--- src/rtl/ram_responder.sv ---
// ram_responder
// Memory-side responder for the core RAM request bus. Accepts one read or
// write command at a time and serves each 32-bit word as two 16-bit beats on
// an external asynchronous SRAM (low half at {addr,0}, high half at {addr,1}).
//
// Ports:
//   clk, rst            clock (posedge) / synchronous active-high reset
//   ram_read/ram_write  command requests, held by initiator until ram_cack
//   ram_addr, ram_wdata word address and write data, sampled with command
//   ram_data            read data, held until the next read completes
//   ram_busy            command in progress
//   ram_cack            one-cycle pulse: command latched
//   ram_data_ready      one-cycle pulse: read data valid / write finished
//   sram_*              SRAM address, data bus and active-low strobes
//
// Every output is registered. The combinational process computes the next
// value of all state and outputs; the sequential process just loads them.
module ram_responder #(
    parameter int WAIT_CYC = 1          // extra cycles per beat, 1..7
) (
    input  logic        clk,
    input  logic        rst,
    input  logic        ram_read,
    input  logic        ram_write,
    input  logic [15:0] ram_addr,
    input  logic [31:0] ram_wdata,
    output logic [31:0] ram_data,
    output logic        ram_busy,
    output logic        ram_cack,
    output logic        ram_data_ready,
    output logic [16:0] sram_addr,
    output logic [15:0] sram_dq_out,
    input  logic [15:0] sram_dq_in,
    output logic        sram_dq_oe,
    output logic        sram_ce_n,
    output logic        sram_oe_n,
    output logic        sram_we_n
);

    typedef enum logic [1:0] {IDLE, LO, HI} state_t;

    localparam logic [2:0] LAST = 3'(WAIT_CYC);

    state_t      state, state_nx;
    logic [2:0]  cnt, cnt_nx;
    logic        op_wr, op_wr_nx;
    logic [15:0] addr_q, addr_nx;
    logic [15:0] whi_q, whi_nx;
    logic [15:0] dlo_q, dlo_nx;
    logic [31:0] data_nx;
    logic        busy_nx, cack_nx, dr_nx;
    logic [16:0] saddr_nx;
    logic [15:0] dq_out_nx;
    logic        dq_oe_nx, ce_n_nx, oe_n_nx, we_n_nx;
    logic        last;

    assign last = (cnt == LAST);

    always_ff @(posedge clk) begin
        if (rst) begin
            state          <= IDLE;
            cnt            <= 3'd0;
            op_wr          <= 1'b0;
            addr_q         <= 16'h0;
            whi_q          <= 16'h0;
            dlo_q          <= 16'h0;
            ram_data       <= 32'h0;
            ram_busy       <= 1'b0;
            ram_cack       <= 1'b0;
            ram_data_ready <= 1'b0;
            sram_addr      <= 17'h0;
            sram_dq_out    <= 16'h0;
            sram_dq_oe     <= 1'b0;
            sram_ce_n      <= 1'b1;
            sram_oe_n      <= 1'b1;
            sram_we_n      <= 1'b1;
        end else begin
            state          <= state_nx;
            cnt            <= cnt_nx;
            op_wr          <= op_wr_nx;
            addr_q         <= addr_nx;
            whi_q          <= whi_nx;
            dlo_q          <= dlo_nx;
            ram_data       <= data_nx;
            ram_busy       <= busy_nx;
            ram_cack       <= cack_nx;
            ram_data_ready <= dr_nx;
            sram_addr      <= saddr_nx;
            sram_dq_out    <= dq_out_nx;
            sram_dq_oe     <= dq_oe_nx;
            sram_ce_n      <= ce_n_nx;
            sram_oe_n      <= oe_n_nx;
            sram_we_n      <= we_n_nx;
        end
    end

    always_comb begin
        state_nx  = state;
        cnt_nx    = cnt;
        op_wr_nx  = op_wr;
        addr_nx   = addr_q;
        whi_nx    = whi_q;
        dlo_nx    = dlo_q;
        data_nx   = ram_data;
        busy_nx   = ram_busy;
        cack_nx   = 1'b0;
        dr_nx     = 1'b0;
        saddr_nx  = sram_addr;
        dq_out_nx = sram_dq_out;
        dq_oe_nx  = sram_dq_oe;
        ce_n_nx   = sram_ce_n;
        oe_n_nx   = sram_oe_n;
        we_n_nx   = sram_we_n;

        case (state)
            IDLE: begin
                if (ram_read || ram_write) begin
                    // Read has priority; a concurrent write stays unacked and
                    // is picked up once the initiator is re-sampled.
                    op_wr_nx = !ram_read;
                    addr_nx  = ram_addr;
                    whi_nx   = ram_wdata[31:16];
                    cack_nx  = 1'b1;
                    busy_nx  = 1'b1;
                    ce_n_nx  = 1'b0;
                    saddr_nx = {ram_addr, 1'b0};
                    cnt_nx   = 3'd0;
                    oe_n_nx  = !ram_read;
                    dq_oe_nx = !ram_read;
                    we_n_nx  = 1'b1;        // beat cycle 0 is address setup
                    if (!ram_read)
                        dq_out_nx = ram_wdata[15:0];
                    state_nx = LO;
                end
            end
            LO: begin
                if (last) begin
                    if (!op_wr)
                        dlo_nx = sram_dq_in;
                    else
                        dq_out_nx = whi_q;
                    saddr_nx = {addr_q, 1'b1};
                    cnt_nx   = 3'd0;
                    we_n_nx  = 1'b1;
                    state_nx = HI;
                end else begin
                    // Next count is non-zero, so a write strobes from here on.
                    cnt_nx  = cnt + 3'd1;
                    we_n_nx = !op_wr;
                end
            end
            HI: begin
                if (last) begin
                    if (!op_wr)
                        data_nx = {sram_dq_in, dlo_q};
                    dr_nx    = 1'b1;
                    busy_nx  = 1'b0;
                    ce_n_nx  = 1'b1;
                    oe_n_nx  = 1'b1;
                    we_n_nx  = 1'b1;
                    dq_oe_nx = 1'b0;
                    cnt_nx   = 3'd0;
                    state_nx = IDLE;
                end else begin
                    cnt_nx  = cnt + 3'd1;
                    we_n_nx = !op_wr;
                end
            end
            default: state_nx = IDLE;
        endcase
    end

endmodule

--- config.mk ---
export PLATFORM = sky130hd
export DESIGN_NAME = ram_responder
export DESIGN_NICKNAME = d
export VERILOG_FILES = /design/src/rtl/ram_responder.sv
export SDC_FILE = /design/constraint.sdc
export NUM_CORES = 1
export LEC_CHECK = 0
export ABC_AREA = 0
export BUFFER_PORTS_ARGS = -buffer_cell sky130_fd_sc_hd__buf_2
export CAP_MARGIN = 20
export CORE_AREA = 4 4 107 109
export CTS_CLUSTER_SIZE = 30
export DETAILED_ROUTE_END_ITERATION = 10
export DIE_AREA = 0 0 111 113
export PLACE_DENSITY = 0.8
export SLEW_MARGIN = 40
export SYNTH_ARGS = -nofsm -noshare
export SYNTH_HDL_FRONTEND = slang
export SYNTH_SLANG_ARGS = --single-unit
--- constraint.sdc ---
create_clock -name clk -period 2.9 [get_ports clk]
set_input_delay 0 -clock clk [delete_from_list [all_inputs] [get_ports clk]]
set_output_delay 0 -clock clk [all_outputs]
set_load 0.02 [all_outputs]
==> results by stage <==
Run status:
- The flow ran to the end, and the final reports show no timing, DRC or antenna violations.

Layout:
- The most common library cell in the layout ignoring fill and taps is buf_2.
- The library cells used most frequently in the layout, excluding fill and tap cells, are 138 x buf_2, 126 x dfxtp_1, 82 x mux2i_1.
- From synthesis to final layout, the design area changed by 38.0%.
- After the last flow step, the layout net total stands at 842.
- The finished cells cover 0.00759 sq mm.
- The post-route netlist has 27.7% of its cells at a drive strength greater than 1.
- The number of diodes added for antenna fixing is 0.

Synth:
- In this run the cell area of the synthesized design comes to 0.00550 sq mm.
- The main flop type after synthesis is dfxtp_1.
- The number of distinct standard cells referenced by the synthesized netlist is 38.
- The cell count after synthesis came out at 570.
- Of the total synthesized cell area, the portion taken by full adders, half adders and majority gates is 1.14%.
- For this run, asynchronously set or reset flops after synthesis account for 0%.
- The mux share of post-synthesis cell area is 22.2%.
- Summing the areas of all and, or, nand and nor instances in the mapped netlist gives between 20% and 30% of the synthesized area.
- After synthesis the netlist holds a flip-flop and latch count of 126.
- The biggest area contributor in the post-synthesis netlist is dfxtp_1.
- The number of nets produced by synthesis is 643.
- The xor-xnor portion of the synthesized cell area is 0%.
- The combinational family with the most area after synthesis is multiplexers.
- Ranked by total cell area, the synthesized netlist is headed by dfxtp_1 46%, mux2i_1 15%, nand2b_1 8.0%.
- The synthesized netlist devotes 6.53% of its cell area to compound gates.
- After synthesis, flip-flops and latches occupy 45.9% of the total area.
- In this run, synthesis inferred 0 flip-flops with an integrated enable.
- A synthesized cell averages 9.65 sq um.
- The number of warnings reported in the yosys synthesis log is 0.
- The portion of synthesized cell area occupied by the leading cell type is 45.9%.

Timing:
- Static timing analysis puts the maximum clock frequency at ~420 MHz.
- The post-route minimum period is approximately 2400 ps.
- The max-slew violation count is 0.
- Dividing the final minimum period by the clock period gives 82.4%.
- The count of final setup violators is 0.
- Setup total negative slack on the finished layout was measured at 0 ps.
- The count of endpoints failing hold in the final timing report was 0.
- The worst pin sits at a relative slew slack of 50.2%.
- For the final database, setup skew stands at 7.50 ps.
- Setup repair after global routing left no endpoint under its margin.
- The hold slack is 287 ps.
- The measured slew at the worst slew-check pin is 748 ps.

Die:
- The number of core rows is 38.
- The height of the die is between 100 and 150 um.
- The placeable core region is 0.0106 sq mm.
- The area of the die is 0.0125 sq mm.
- The die is around 110 um wide.
- The initial utilization of the core area, before any placement, comes to ~52%.
- In this run the count of I/O pins placed on the die edge is 140.

Clock network:
- The clock tree synthesis step divided the H-tree into 4 levels.
- TritonCTS built the clock tree.
- Gates resized during post-CTS repair numbered 0.
- The clock slew seen by the registers of the worst setup and hold paths is 60 ps.
- The number of clock buffers inserted by TritonCTS is 17.
- The deepest clock path buffer count is 2.
- Clock tree synthesis selected as its root buffer the cell clkbuf_8.
- The number of sinks on the clock net is 126.
- For the worst-skew pair, the clock arrives at the later sink with an insertion delay of 510 ps.

Worst setup path:
- The critical path launch point type is a flop.
- In this run the worst path has a maximum fanout of 32.
- The endpoint kind of the worst setup timing path is a flop.
- The signal arrival time at the worst endpoint is 2840 ps.
- The setup path with the least slack is of type reg -> reg.
- The startpoint of the lowest-slack register-to-register path is state[1]$_SDFFE_PP0P_.
- For the worst setup path, the data required time is 3350 ps.
- The startpoint of the most critical setup path is state[1]$_SDFFE_PP0P_.

Power and ir drop:
- The maximum vdd drop is 0.000525 V.
- The leakage power is between 3 and 4 nW.
- The clock network power share is 33.5%.
- The combinational group share of total power is 31.6%.
- Of the total power, the share spent switching nets is about 33%.
- The power consumption is slightly above 6 mW.
- The proportion of power drawn by flip-flops and latches is 34.9%.
- The net switching power figure is 2.02 mW.
- The cell-internal power is around 4.1 mW.
- Power spread over the standard cell area amounts to 812 mW/mm^2.

Hold path:
- The worst min-delay path class is in -> reg.
- The worst hold path begins at ram_addr[13].

GRT:
- The via count of the first global-routing pass is 4982.
- The first-pass GRT wire length is 23800 um.
- Entering global routing, the biggest net connects 118 pins.
- For this run, the total global-route usage over all layers was measured as 23.3%.
- The initial antenna violation count is 0.
- After global routing the overflow that remains totals 0.

Detailed routing:
- For this run, the detailed router's first-pass iteration total came to 4.
- After detailed routing, the average wire length per cell comes to 15.8 um.
- The post-detailed-route count of antenna-violating nets is 0.
- The total number of vias is 4741.
- The via density per instance is 5.14.
- The DRC marker count from the first detailed-route iteration is 261.
- In the routed design, unresolved DRC markers number 0.
- Wires add up to 14600 um.

Placed design:
- The post-detailed-placement cell area is ~0.0063 sq mm.
- The count of input and output buffers is 139.
- The routability congestion estimate is 0.837.
- After legalization and detailed placement, the total HPWL measured 8630 um.

Job:
- The max-capacitance violation count is 0.
power by group through the flow:
stage	clock network [mW]	registers [mW]	logic, mW
3_5_place_dp	0	2.18	1.83
3_3_place_gp	0	2.16	1.77
2_1_floorplan	0	2.34	1.19
5_1_grt	2.18	2.18	2.09
4_1_cts	2.09	2.15	1.93
6_report	2.06	2.15	1.95
sequential cells by signal, summed over array words and instances (netlist names), 2 cells and up:
| signal | cells |
|---|---|
| ram_data | 32 |
| whi_q | 16 |
| state | 2 |
| cnt | 3 |
| addr_q | 16 |
| sram_dq_out | 16 |
| dlo_q | 16 |
| sram_addr | 17 |
synthesized netlist by cell type, types with 4 or more instances:
cell type / count
a21oi_1: 38
buf_1: 7
buf_2: 5
clkbuf_1: 25
dfxtp_1: 126
ha_1: 5
inv_1: 4
mux2_2: 22
mux2_4: 10
mux2i_1: 82
nand2_1: 67
nand2b_1: 70
nor2_1: 36
nor2b_1: 33
o21ai_0: 5
logic make-up (layout without fill, tap and decap cells):
| kind of cell | after synthesis | in the layout |
|---|---|---|
| AND/OR/NAND/NOR | 222 | 222 |
| flip-flops | 126 | 126 |
| multiplexers | 114 | 114 |
| AO/OA/AOI/OAI | 60 | 60 |
| buffers and inverters | 43 | 255 |
| adder cells (fa/ha/maj) | 5 | 5 |
layout make-up:
type / count / area [sq um]
Clock buffer: 19 / 442
Clock inverter: 13 / 139
Fill cell: 756 / 3010
Inverter: 4 / 15.0
Multi-Input combinational cell: 401 / 2800
Sequential cell: 126 / 2520
Tap cell: 140 / 175
Timing Repair Buffer: 219 / 1490
metal layers:
metal / vias up / GRT usage (%) / wire (um) / part of all wire, %
met4: 0 / 8.29 / 219 / 1.5
met5: - / 0 / 0 / 0
met3: 23 / 7.65 / 881 / 6.0
met2: 158 / 41.4 / 7470 / 51
li1: 2311 / - / - / -
met1: 2249 / 26.2 / 6010 / 41
through the flow:
step	setup WS, ps	utilization [%]	cells
floorplan	890	-	570
global placement	744	59.2	817
detailed placement	627	59.2	817
CTS	614	71.6	922
global route	337	71.6	922
finish	511	71.6	922
worst paths after layout:
kind	end	slack [ps]	depth (start not counted)
worst max-delay path	addr_q[0]$_SDFFE_PP0P_	510	7
worst min-delay path	addr_q[13]$_SDFFE_PP0P_	290	4
worst max register to register	addr_q[0]$_SDFFE_PP0P_	510	7
worst min register to register	addr_q[14]$_SDFFE_PP0P_	460	2
what timing repair did:
item / CTS / global route
buffers inserted: 0 / 0
hold buffers: 73 / 0
hold endpoints to repair: 101 / 0
critical path: stages (launching register included):
cell           delay [ps]
dfxtp_1               320
inv_1                 150
ha_1                  410
o21a_1                200
buf_4                 350
nand2_1               120
a21oi_1               170
dlygate4sd3_1         590
(Power assumes the default switching activity.)
